===== src/rtl/hazard_stall_ctrl.sv =====
// rtl/hazard_stall_ctrl.sv - stall/flush sequencer for the 5-stage core
// Arbitrates load-use, branch flush, data-memory waits and multi-cycle MDU freezes.
module hazard_stall_ctrl #(
   parameter int CNT_W       = 32,
   parameter int MDU_TIMEOUT = 64
) (
   input  logic             clk,
   input  logic             rst_n,
   input  logic [4:0]       id_rs1,
   input  logic [4:0]       id_rs2,
   input  logic             id_rs1_used,
   input  logic             id_rs2_used,
   input  logic [4:0]       ex_rd,
   input  logic             ex_is_load,
   input  logic             ex_branch_taken,
   input  logic             ex_mdu_start,
   input  logic             mdu_done,
   input  logic             mem_req,
   input  logic             mem_ack,
   output logic             stall_front,
   output logic             bubble_ex,
   output logic             flush_front,
   output logic             stall_all,
   output logic [CNT_W-1:0] stall_cycles,
   output logic             mdu_err
);

   typedef enum logic [1:0] {RUN, MEM_WAIT, MDU_WAIT} state_t;

   localparam logic [7:0] WAIT_LAST = 8'(MDU_TIMEOUT - 1);

   state_t           state_q, state_d;
   logic [7:0]       wcnt_q, wcnt_d;
   logic [CNT_W-1:0] cyc_q, cyc_d;
   logic             err_q, err_d;
   logic             sf, bx, ff, sa;
   logic             load_use;

   assign load_use = ex_is_load && (ex_rd != 5'd0) &&
                     ((id_rs1_used && (id_rs1 == ex_rd)) ||
                      (id_rs2_used && (id_rs2 == ex_rd)));

   always_comb begin
      state_d = state_q;
      wcnt_d  = wcnt_q;
      err_d   = err_q;
      sf      = 1'b0;
      bx      = 1'b0;
      ff      = 1'b0;
      sa      = 1'b0;
      case (state_q)
         RUN: begin
            if (mem_req && !mem_ack) begin
               sa      = 1'b1;
               state_d = MEM_WAIT;
            end else if (ex_mdu_start) begin
               sa      = 1'b1;
               state_d = MDU_WAIT;
               wcnt_d  = 8'd0;
            end else if (ex_branch_taken) begin
               ff = 1'b1;
            end else if (load_use) begin
               sf = 1'b1;
               bx = 1'b1;
            end
         end
         MEM_WAIT: begin
            if (mem_ack) state_d = RUN;
            else         sa      = 1'b1;
         end
         MDU_WAIT: begin
            wcnt_d = wcnt_q + 8'd1;
            if (mdu_done) begin
               state_d = RUN;
            end else if (wcnt_q == WAIT_LAST) begin
               // Abort: release the pipe and flag the lost result.
               err_d   = 1'b1;
               state_d = RUN;
            end else begin
               sa = 1'b1;
            end
         end
         default: state_d = RUN;
      endcase
   end

   assign stall_front  = rst_n & sf;
   assign bubble_ex    = rst_n & bx;
   assign flush_front  = rst_n & ff;
   assign stall_all    = rst_n & sa;
   assign stall_cycles = cyc_q;
   assign mdu_err      = err_q;

   always_comb begin
      cyc_d = cyc_q;
      if ((stall_front || stall_all) && !(&cyc_q))
         cyc_d = cyc_q + {{(CNT_W-1){1'b0}}, 1'b1};
   end

   always_ff @(posedge clk or negedge rst_n) begin
      if (!rst_n) begin
         state_q <= RUN;
         wcnt_q  <= 8'd0;
         cyc_q   <= '0;
         err_q   <= 1'b0;
      end else begin
         state_q <= state_d;
         wcnt_q  <= wcnt_d;
         cyc_q   <= cyc_d;
         err_q   <= err_d;
      end
   end

endmodule


===== config.mk =====
export PLATFORM = sky130hd
export DESIGN_NAME = hazard_stall_ctrl
export DESIGN_NICKNAME = d
export VERILOG_FILES = /design/src/rtl/hazard_stall_ctrl.sv
export SDC_FILE = /design/constraint.sdc
export NUM_CORES = 1
export LEC_CHECK = 0
export BUFFER_PORTS_ARGS = -buffer_cell sky130_fd_sc_hd__buf_2
export CAP_MARGIN = 15
export CORE_MARGIN = 2
export CORE_UTILIZATION = 52
export DETAILED_ROUTE_END_ITERATION = 10
export HOLD_SLACK_MARGIN = 0.12
export PLACE_DENSITY = 0.85
export SLEW_MARGIN = 10
export SYNTH_ARGS = -nofsm -noshare
export SYNTH_HDL_FRONTEND = slang
export SYNTH_SLANG_ARGS = --single-unit
export TNS_END_PERCENT = 1

===== constraint.sdc =====
create_clock -name clk -period 2.7 [get_ports clk]
set_input_delay 0.405 -clock clk [delete_from_list [all_inputs] [get_ports clk]]
set_output_delay 0.405 -clock clk [all_outputs]
set_load 0.05 [all_outputs]

==> flow_summary.yaml, run 1 <==
setup_path:
  cp_common_cell: "buf_2"
  rrSetupSlack_ns: 0.31
  cp-start-kind: "primary input"
  end_kind: "output port"
  crit_cells: 6
  path_delay_family: "buffers and inverters"
  critical-path-slowest-cell: "dlygate4sd3_1"
  reg2reg_depth: 8
  path_class: "primary input to output port"
  worst-path-buf-inv: 3
  cp.arrival_ns: 2.07
  cpPeakStageDelay_ns: 0.52
  crit_chain: "dlygate4sd3_1 -> buf_2 -> nand4_1 -> nor4b_2 -> and2_1 -> buf_2"
  crit_fanout: 5
  critical_path_required_ns: 2.30
sta:
  max_freq_mhz: 403
  setup_violations: 0
  period_share_pct: 91.8
  whs_ns: 0.373
  final-hold-violation-count: 0
  finClkSkew_ns: 0.0130
  slew_viol_final: 0
  max_slew.worst_pin.slew_ns: 0.483
  fin_crit_ns: 2.48
  relSlewSlack_pct: 67.7
  rsz0062_at_grt: "no"
  fin_setup_tns_ns: 0
grt:
  grt_pass1_vias: 1906
  antenna_found_initial: 0
  track_usage_pct: 21.4
  grt_pass1_wl_mm: 8.50
  grt_max_degree: 32
  overflow: 0
route:
  wire_per_inst_um: 14.1
  route.vias.total: 1949
  drt-initial-drc-count: 121
  vias_per_cell: 5.52
  ant_nets: 0
  routed_wl_mm: 4.96
  drc: 0
  dr.pass1.iters: 4
die:
  die_h_um: 71.0
  dieArea_um2: 5030
  rows: 24
  pin_count: 62
  core_area_um2: 4320
  start_util_pct: 53.9
  fp.dieW_um: 71.0
finish:
  insertedDiodeCount: 0
  final_cell_count_no_fill: 353
  area_growth_pct: 21.9
  fin_nets: 327
  layout-drive-gt1-share_pct: 27.9
  final_area_um2: 2840
placement:
  dp_cells: 344
  port_buffers: 61
  dpl.hpwl_mm: 3.77
  placed_area_um2: 2730
  gp_congestion: 0.793
logic_synthesis:
  synth-edff-count: 0
  yosysMostFrequentCell: "dfrtp_1"
  yosysTopAreaCell: "dfrtp_1"
  synthTopCellsByArea: "dfrtp_1 (46%), xor2_1 (11%), xnor2_1 (4.5%)"
  syn_area_per_cell_um2: 10.1
  synth_cells: 230
  ys_seq_area_share_pct: 46.2
  synthDistinctLibCells: 40
  ys_top_cells_by_count: "dfrtp_1 (43), xor2_1 (30), nor2_1 (18)"
  synth_flop_cell: "dfrtp_1"
  syn_area_um2: 2330
  synth_seq_cells: 43
  async_reset_ff_share_pct: 100
  synth_top_area_share_pct: 46.2
  syn-num-nets: 257
  synth_warnings: 0
clocking:
  cts_num_sinks: 43
  htreeDepth: 2
  tritoncts: "done"
  cts_made_buffers: 5
  insertion_delay_ns: 0.30
  clockBufferDepth: 2
  clk_pin_slew_ns: 0.08
  root_buffer: "clkbuf_8"
  ctsResizeCount: 0
  cts_setup_buffers: 0
  holdBufCountCts: 1
power_and_ir_drop:
  peakVddDrop_v: 0.000636
  pwr_density_cell_nw_per_um2: 656
  power_leakage_nw: 1.44
job:
  cap_violations: 0
min_path:
  hold_class: "primary input to flop"
  whs_path_depth: 3
outcome:
  status: "finished clean"
[worst register-to-register path, cell delays in order, from the launching register on]
cell	delay, ns
dfrtp_1	0.40
ha_1	0.20
nand2_1	0.07
or4_4	0.43
a32o_1	0.30
a21oi_4	0.40
buf_4	0.26
nor3_1	0.08
xor2_1	0.14
[placed cells by master (no fill, tap or decap), types with 3 or more instances in the layout]
cell	synthesis	layout
nor3b_1	4	4
xnor2_1	12	12
xor2_1	30	30
nand2b_1	4	4
nand4_1	10	10
and3_1	6	6
buf_2	4	61
nor4_1	7	7
buf_4	1	7
nor3_1	16	16
nand2_1	17	17
mux2_1	5	5
clkbuf_8	0	7
dfrtp_1	43	43
nor2b_1	3	3
nand3_1	16	16
inv_1	5	5
nor2_1	18	18
nor4b_1	3	3
[routing by layer]
layer	wire length (µm)	global-route usage, %
met5	0	0
met3	299	5.56
met4	78	7.34
met2	2400	35.9
met1	2180	27.1
[cells by family after synthesis]
family / share of synthesized area [%]
AO/OA/AOI/OAI: 3.38
XOR/XNOR: 15.8
adder cells (fa/ha/maj): 1.07
buffers and inverters: 2.63
flip-flops: 46.2
multiplexers: 2.84
AND/OR/NAND/NOR: 28.1
[power breakdown]
group	switching, W	internal (W)
Clock	0.000213	0.000233
Sequential	0.000111	0.000733
Combinational	0.000402	0.000171
Total	0.000725	0.00114
[final cells by class]
type	instances	area, µm²
clock buffer	8	100
fill	364	1480
inverter	5	18.8
multi-input combinational	175	1190
sequential	43	1080
tap	52	65.1
timing repair buffer	70	388
[flip-flops by register name, indices dropped and copies added (netlist names)]
| name | count |
|---|---|
| mdu_err | 1 |
| state_q | 2 |
| wcnt_q | 8 |
| stall_cycles | 32 |
[worst paths after layout]
path	from	endpoint
worst max-delay path	rst_n	bubble_ex
worst min-delay path	mem_ack	state_q[0]$_DFFE_PN0P_
worst max register to register	wcnt_q[0]$_DFFE_PN0P_	stall_cycles[15]$_DFFE_PN0P_
worst min register to register	mdu_err$_DFFE_PN0P_	mdu_err$_DFFE_PN0P_
max in group asynchronous	rst_n	stall_cycles[10]$_DFFE_PN0P_
min in group asynchronous	rst_n	stall_cycles[29]$_DFFE_PN0P_
[stage by stage]
stage | setup WS (ns) | utilization, % | total power (W)
6_report | 0.222 | 65.7 | 0.00186
5_1_grt | 0.122 | 65.7 | 0.00196
4_1_cts | 0.193 | 65.7 | 0.00187
3_5_place_dp | 0.342 | 63.2 | 0.00143
3_3_place_gp | 0.402 | 63.2 | 0.00141
2_1_floorplan | 0.130 | - | 0.00126
(Power assumes the default switching activity.)
==> run 2, diff against run 1 <==
--- a/config.mk
+++ b/config.mk
@@ -5,13 +5,15 @@
 export SDC_FILE = /design/constraint.sdc
 export NUM_CORES = 1
 export LEC_CHECK = 0
+export ABC_AREA = 1
 export BUFFER_PORTS_ARGS = -buffer_cell sky130_fd_sc_hd__buf_2
 export CAP_MARGIN = 15
 export CORE_MARGIN = 2
-export CORE_UTILIZATION = 52
+export CORE_UTILIZATION = 56
 export DETAILED_ROUTE_END_ITERATION = 10
 export HOLD_SLACK_MARGIN = 0.12
-export PLACE_DENSITY = 0.85
+export PLACE_DENSITY = 0.87
+export SKIP_CTS_REPAIR_TIMING = 1
 export SLEW_MARGIN = 10
 export SYNTH_ARGS = -nofsm -noshare
 export SYNTH_HDL_FRONTEND = slang
==> flow_summary.yaml, run 2 <==
logic_synthesis:
  syn_area_per_cell_um2: 6.63
  async_reset_ff_share_pct: 100
  synth_top_area_share_pct: 34.8
  ys_top_cells_by_count: "nand2_1 (194), nor2_1 (62), dfrtp_1 (43)"
  syn-num-nets: 493
  synth_flop_cell: "dfrtp_1"
  synth_warnings: 0
  syn_area_um2: 3090
  yosysMostFrequentCell: "nand2_1"
  yosysTopAreaCell: "dfrtp_1"
  synth_seq_cells: 43
  synthDistinctLibCells: 27
  ys_seq_area_share_pct: 34.8
  synthTopCellsByArea: "dfrtp_1 (35%), nand2_1 (24%), nor2_1 (7.5%)"
  synth_cells: 466
  synth-edff-count: 0
setup_path:
  cp-start-kind: "flop"
  cp_common_cell: "nand2_1"
  critical_path_required_ns: 2.30
  cpPeakStageDelay_ns: 0.39
  critical-path-slowest-cell: "dfrtp_1"
  cp.arrival_ns: 1.71
  path_class: "flop to output port"
  crit_chain: "ha_1 -> nand3_2 -> nor2_4 -> nand2_1 -> nand2_1 -> nand3_1 -> nand2_2 -> inv_1 -> buf_2"
  worst-path-buf-inv: 2
  crit_fanout: 4
  path_delay_family: "simple AND/OR/NAND/NOR gates"
  end_kind: "output port"
sta:
  slew_viol_final: 0
  final-hold-violation-count: 0
  rsz0062_at_grt: "no"
  period_share_pct: 78.5
  whs_ns: 0.222
  finClkSkew_ns: 0.0119
  max_freq_mhz: 472
  setup_violations: 0
  max_slew.worst_pin.slew_ns: 0.538
  fin_setup_tns_ns: 0
  relSlewSlack_pct: 64.1
  fin_crit_ns: 2.12
route:
  dr_wl_met3_um: 427
  dr.pass1.iters: 5
  wl_met2_mm: 3.80
  ant_nets: 0
  route.vias.total: 3192
  vias_per_cell: 5.34
  top_layer_used: "met4"
  drt-met1-wl_mm: 3.42
  routed_wl_mm: 7.78
  drc: 0
  drt-initial-drc-count: 209
  wire_per_inst_um: 13.0
finish:
  layout-drive-gt1-share_pct: 19.2
  area_growth_pct: 14.3
  insertedDiodeCount: 0
  fin_nets: 552
  largest_reg_flops: 32
  layout_common_cells: "nand2_1 (194), nor2_1 (62), buf_2 (61), dfrtp_1 (43), nand3_1 (41)"
  final_common_cell: "nand2_1"
grt:
  grt_max_degree: 44
  grt_pass1_wl_mm: 13.2
  antenna_found_initial: 0
  track_usage_pct: 26.9
  grt_pass1_vias: 2949
  overflow: 0
outcome:
  status: "finished clean"
clocking:
  clockBufferDepth: 2
  cts_num_sinks: 43
  tritoncts: "done"
  cts_made_buffers: 5
  clk_pin_slew_ns: 0.08
  htreeDepth: 2
  root_buffer: "clkbuf_8"
  insertion_delay_ns: 0.30
die:
  start_util_pct: 57.2
  fp.dieW_um: 78.3
  die_h_um: 78.3
  core_area_um2: 5410
  dieArea_um2: 6130
  rows: 27
  pin_count: 62
power_and_ir_drop:
  pwr_density_cell_nw_per_um2: 507
  power_leakage_nw: 1.91
  peakVddDrop_v: 0.000492
min_path:
  hold_class: "primary input to async pin"
placement:
  gp_congestion: 0.963
  port_buffers: 61
  dpl.hpwl_mm: 5.86
job:
  cap_violations: 0
-- run 2: kinds of logic (layout without fill, tap and decap cells) --
logic type                 count (synthesis)  after routing  share of synthesized area, %
and+or+nand+nor                          343            343                          49.3
xor gates and xnor gates                  21             21                          5.95
buffers and inverters                     46            106                          6.96
DFF                                       43             43                          34.8
AOI/OAI and AO/OA                         11             11                          2.19
adders and majority gates                  2              2                         0.810
-- run 2: metrics by stage --
step	std cells	cell area, µm²	util [%]	total power (W)	setup WS (ns)
global placement	590	3410	63.1	0.00126	0.787
CTS	598	3530	65.3	0.00181	0.579
finish	598	3530	65.3	0.00179	0.581
detailed placement	590	3410	63.1	0.00128	0.676
floorplan	466	3090	-	0.00117	0.689
global route	598	3530	65.3	0.00189	0.418
-- run 2: path summary, 6_finish.rpt --
| path | from | end | slack [ns] | cells after the start |
|---|---|---|---|---|
| worst max-delay path | wcnt_q[0]$_DFFE_PN0P_ | stall_all | 0.58 | 9 |
| worst min-delay path | rst_n | mdu_err$_DFFE_PN0P_ | 0.22 | 2 |
| worst max register to register | stall_cycles[0]$_DFFE_PN0P_ | stall_cycles[13]$_DFFE_PN0P_ | 0.63 | 9 |
| worst min register to register | mdu_err$_DFFE_PN0P_ | mdu_err$_DFFE_PN0P_ | 0.49 | 1 |
| max in group asynchronous | rst_n | stall_cycles[28]$_DFFE_PN0P_ | 2.10 | 2 |
| min in group clk | mem_ack | state_q[0]$_DFFE_PN0P_ | 0.39 | 4 |
-- run 2: cell type report --
| type | instances | area (µm²) |
|---|---|---|
| clock buffers | 6 | 82.6 |
| clock inverters | 2 | 35.0 |
| fillers | 504 | 1870 |
| inverters | 36 | 135 |
| multi-input cells | 377 | 1800 |
| flip-flops and latches | 43 | 1080 |
| well taps | 72 | 90.1 |
| repair buffers | 62 | 313 |
-- run 2: where the power goes --
part / internal [W] / switching (W) / total [W] / leakage (nW)
Sequential: 0.000697 / 0.0000730 / 0.000770 / 0.591
Combinational: 0.000133 / 0.000367 / 0.000501 / 1.26
Clock: 0.000299 / 0.000220 / 0.000519 / 0.0612
-- run 2: routing by layer --
layer / GRT usage (%) / vias up
li1: - / 1577
met1: 35.2 / 1494
met2: 46.6 / 105
met3: 4.02 / 16
met4: 7.72 / 0
met5: 0 / -
==> run 3, diff against run 2 <==
--- a/config.mk
+++ b/config.mk
@@ -9,10 +9,10 @@
 export BUFFER_PORTS_ARGS = -buffer_cell sky130_fd_sc_hd__buf_2
 export CAP_MARGIN = 15
 export CORE_MARGIN = 2
-export CORE_UTILIZATION = 56
+export CORE_UTILIZATION = 50
 export DETAILED_ROUTE_END_ITERATION = 10
 export HOLD_SLACK_MARGIN = 0.12
-export PLACE_DENSITY = 0.87
+export PLACE_DENSITY = 0.82
 export SKIP_CTS_REPAIR_TIMING = 1
 export SLEW_MARGIN = 10
 export SYNTH_ARGS = -nofsm -noshare
==> constraint.sdc (replaced) <==
create_clock -name clk -period 1.9 [get_ports clk]
set_input_delay 0.285 -clock clk [delete_from_list [all_inputs] [get_ports clk]]
set_output_delay 0.285 -clock clk [all_outputs]
set_load 0.05 [all_outputs]
==> flow_summary.yaml, run 3 (synthesized netlist as in run 2, its figures left out) <==
power_and_ir_drop:
  seqPwrFrac_pct: 41.3
  p_clk_share_pct: 28.0
  p_sw_w: 0.00100
  p_comb_share_pct: 30.7
  power_leakage_nw: 2.03
  finalPower_w: 0.00270
  switching_share_pct: 37.1
  pwr_density_cell_nw_per_um2: 717
  peakVddDrop_v: 0.000540
  internal_power_w: 0.00170
setup_path:
  reg2reg_depth: 9
  worst-path-buf-inv: 2
  path_class: "flop to output port"
  cpPeakStageDelay_ns: 0.43
  cp.arrival_ns: 1.60
  reg2reg_to: "stall_cycles[26]$_DFFE_PN0P_"
  end_kind: "output port"
  crit_chain: "ha_4 -> nand3_4 -> nor2_4 -> nand2_2 -> nand2_2 -> nand3_2 -> nand2_2 -> inv_2 -> buf_8"
  startpoint: "wcnt_q[1]$_DFFE_PN0P_"
  critical-path-slowest-cell: "dfrtp_1"
  cp_common_cell: "nand2_2"
  endpoint: "stall_all"
  r2r_start: "stall_cycles[0]$_DFFE_PN0P_"
  path_delay_family: "simple AND/OR/NAND/NOR gates"
  crit_fanout: 3
  cp-start-kind: "flop"
  crit_cells: 9
  critical_path_required_ns: 1.62
  rrSetupSlack_ns: 0.10
route:
  route.vias.total: 3239
  wire_per_inst_um: 13.1
  routed_wl_mm: 8.15
  vias_per_cell: 5.21
  ant_nets: 0
  dr.pass1.iters: 5
  drc: 0
  drt-initial-drc-count: 307
finish:
  layout-drive-gt1-share_pct: 23.8
  fin_nets: 573
  final_common_cell: "nand2_1"
  largest_reg_flops: 32
  fin_util_pct: 63.1
  layout_common_cells: "nand2_1 (192), nor2_1 (62), buf_2 (58), nand3_1 (40), dfrtp_1 (40)"
  insertedDiodeCount: 0
  area_growth_pct: 21.6
  fillers: 560
  final_area_um2: 3760
sta:
  fin_crit_ns: 1.88
  fin_setup_tns_ns: 0
  final-hold-violation-count: 0
  slew_viol_final: 0
  period_share_pct: 99.1
  finClkSkew_ns: 0.00797
  max_slew.worst_pin.slew_ns: 0.551
  setup_violations: 0
  relSlewSlack_pct: 63.3
  setup_slack_ns: 0.0171
  max_freq_mhz: 531
  rsz0062_at_grt: "yes"
die:
  dieArea_um2: 6830
  die_h_um: 82.6
  fp.dieW_um: 82.6
  pin_count: 62
  rows: 28
  start_util_pct: 51.9
  core_area_um2: 5960
outcome:
  status: "finished clean"
clocking:
  insertion_delay_ns: 0.30
  clk_pin_slew_ns: 0.09
  root_buffer: "clkbuf_8"
  cts_num_sinks: 43
  clockBufferDepth: 2
  cts_made_buffers: 5
  tritoncts: "done"
  htreeDepth: 2
placement:
  port_buffers: 61
  preCtsSetupSlack_ns: 0.114
  dpl.hpwl_mm: 6.12
  placed_area_um2: 3540
  gp_congestion: 0.988
grt:
  grt_max_degree: 44
  grt_pass1_vias: 2940
  antenna_found_initial: 0
  track_usage_pct: 25.4
  grt_pass1_wl_mm: 13.5
  overflow: 0
job:
  cap_violations: 0
min_path:
  hold_class: "primary input to async pin"
## run 3: changes by cell type in the layout (fill, tap and decap cells not counted), moves of 2 or more
cell,delta
buf_4,+22
buf_2,-3
dfrtp_1,-3
dfrtp_2,+3
nand2_1,-2
nand2_2,+2
## run 3: how the worst min path moves through the flow
stage	slack [ns]	from	cells after the start	end
2_1_floorplan	-0.01	rst_n	0	mdu_err$_DFFE_PN0P_
3_3_place_gp	0.45	rst_n	2	state_q[0]$_DFFE_PN0P_
3_5_place_dp	0.45	rst_n	2	stall_cycles[3]$_DFFE_PN0P_
4_1_cts	0.12	rst_n	2	wcnt_q[6]$_DFFE_PN0P_
5_1_grt	0.16	rst_n	2	wcnt_q[4]$_DFFE_PN0P_
6_report	0.11	rst_n	2	wcnt_q[2]$_DFFE_PN0P_
## run 3: final cells by class
type | count | area [µm²] | share of cell area [%]
Clock buffer | 6 | 82.6 | 2.20
Clock inverter | 2 | 35.0 | 0.932
Inverter | 36 | 135 | 3.60
Multi-Input combinational cell | 377 | 1830 | 48.8
Sequential cell | 43 | 1080 | 28.7
Tap cell | 75 | 93.8 | 2.50
Timing Repair Buffer | 83 | 498 | 13.2
## run 3: power by group through the flow
stage	Clock (W)	Sequential [W]	Combinational, W
final	0.000756	0.00111	0.000827
after global routing	0.000801	0.00113	0.000911
after CTS	0.000776	0.00110	0.000757
after detailed placement	0	0.00112	0.000754
after global placement	0	0.00111	0.000729
after floorplan	0	0.00125	0.000417
## run 3: metrics by stage
| stage | hold slack (ns) | instances |
|---|---|---|
| CTS | 0.123 | 616 |
| floorplan | -0.0106 | 466 |
| detailed placement | 0.452 | 608 |
| finish | 0.105 | 622 |
| global route | 0.156 | 622 |
| global placement | 0.449 | 608 |
## run 3: layer usage
| metal | vias to the layer above | global-route usage [%] | share of wire, % |
|---|---|---|---|
| li1 | 1613 | - | - |
| met1 | 1485 | 34.7 | 45 |
| met2 | 123 | 41.2 | 47 |
| met3 | 18 | 3.04 | 6.1 |
| met4 | 0 | 9.51 | 2.5 |
| met5 | - | 0 | 0 |
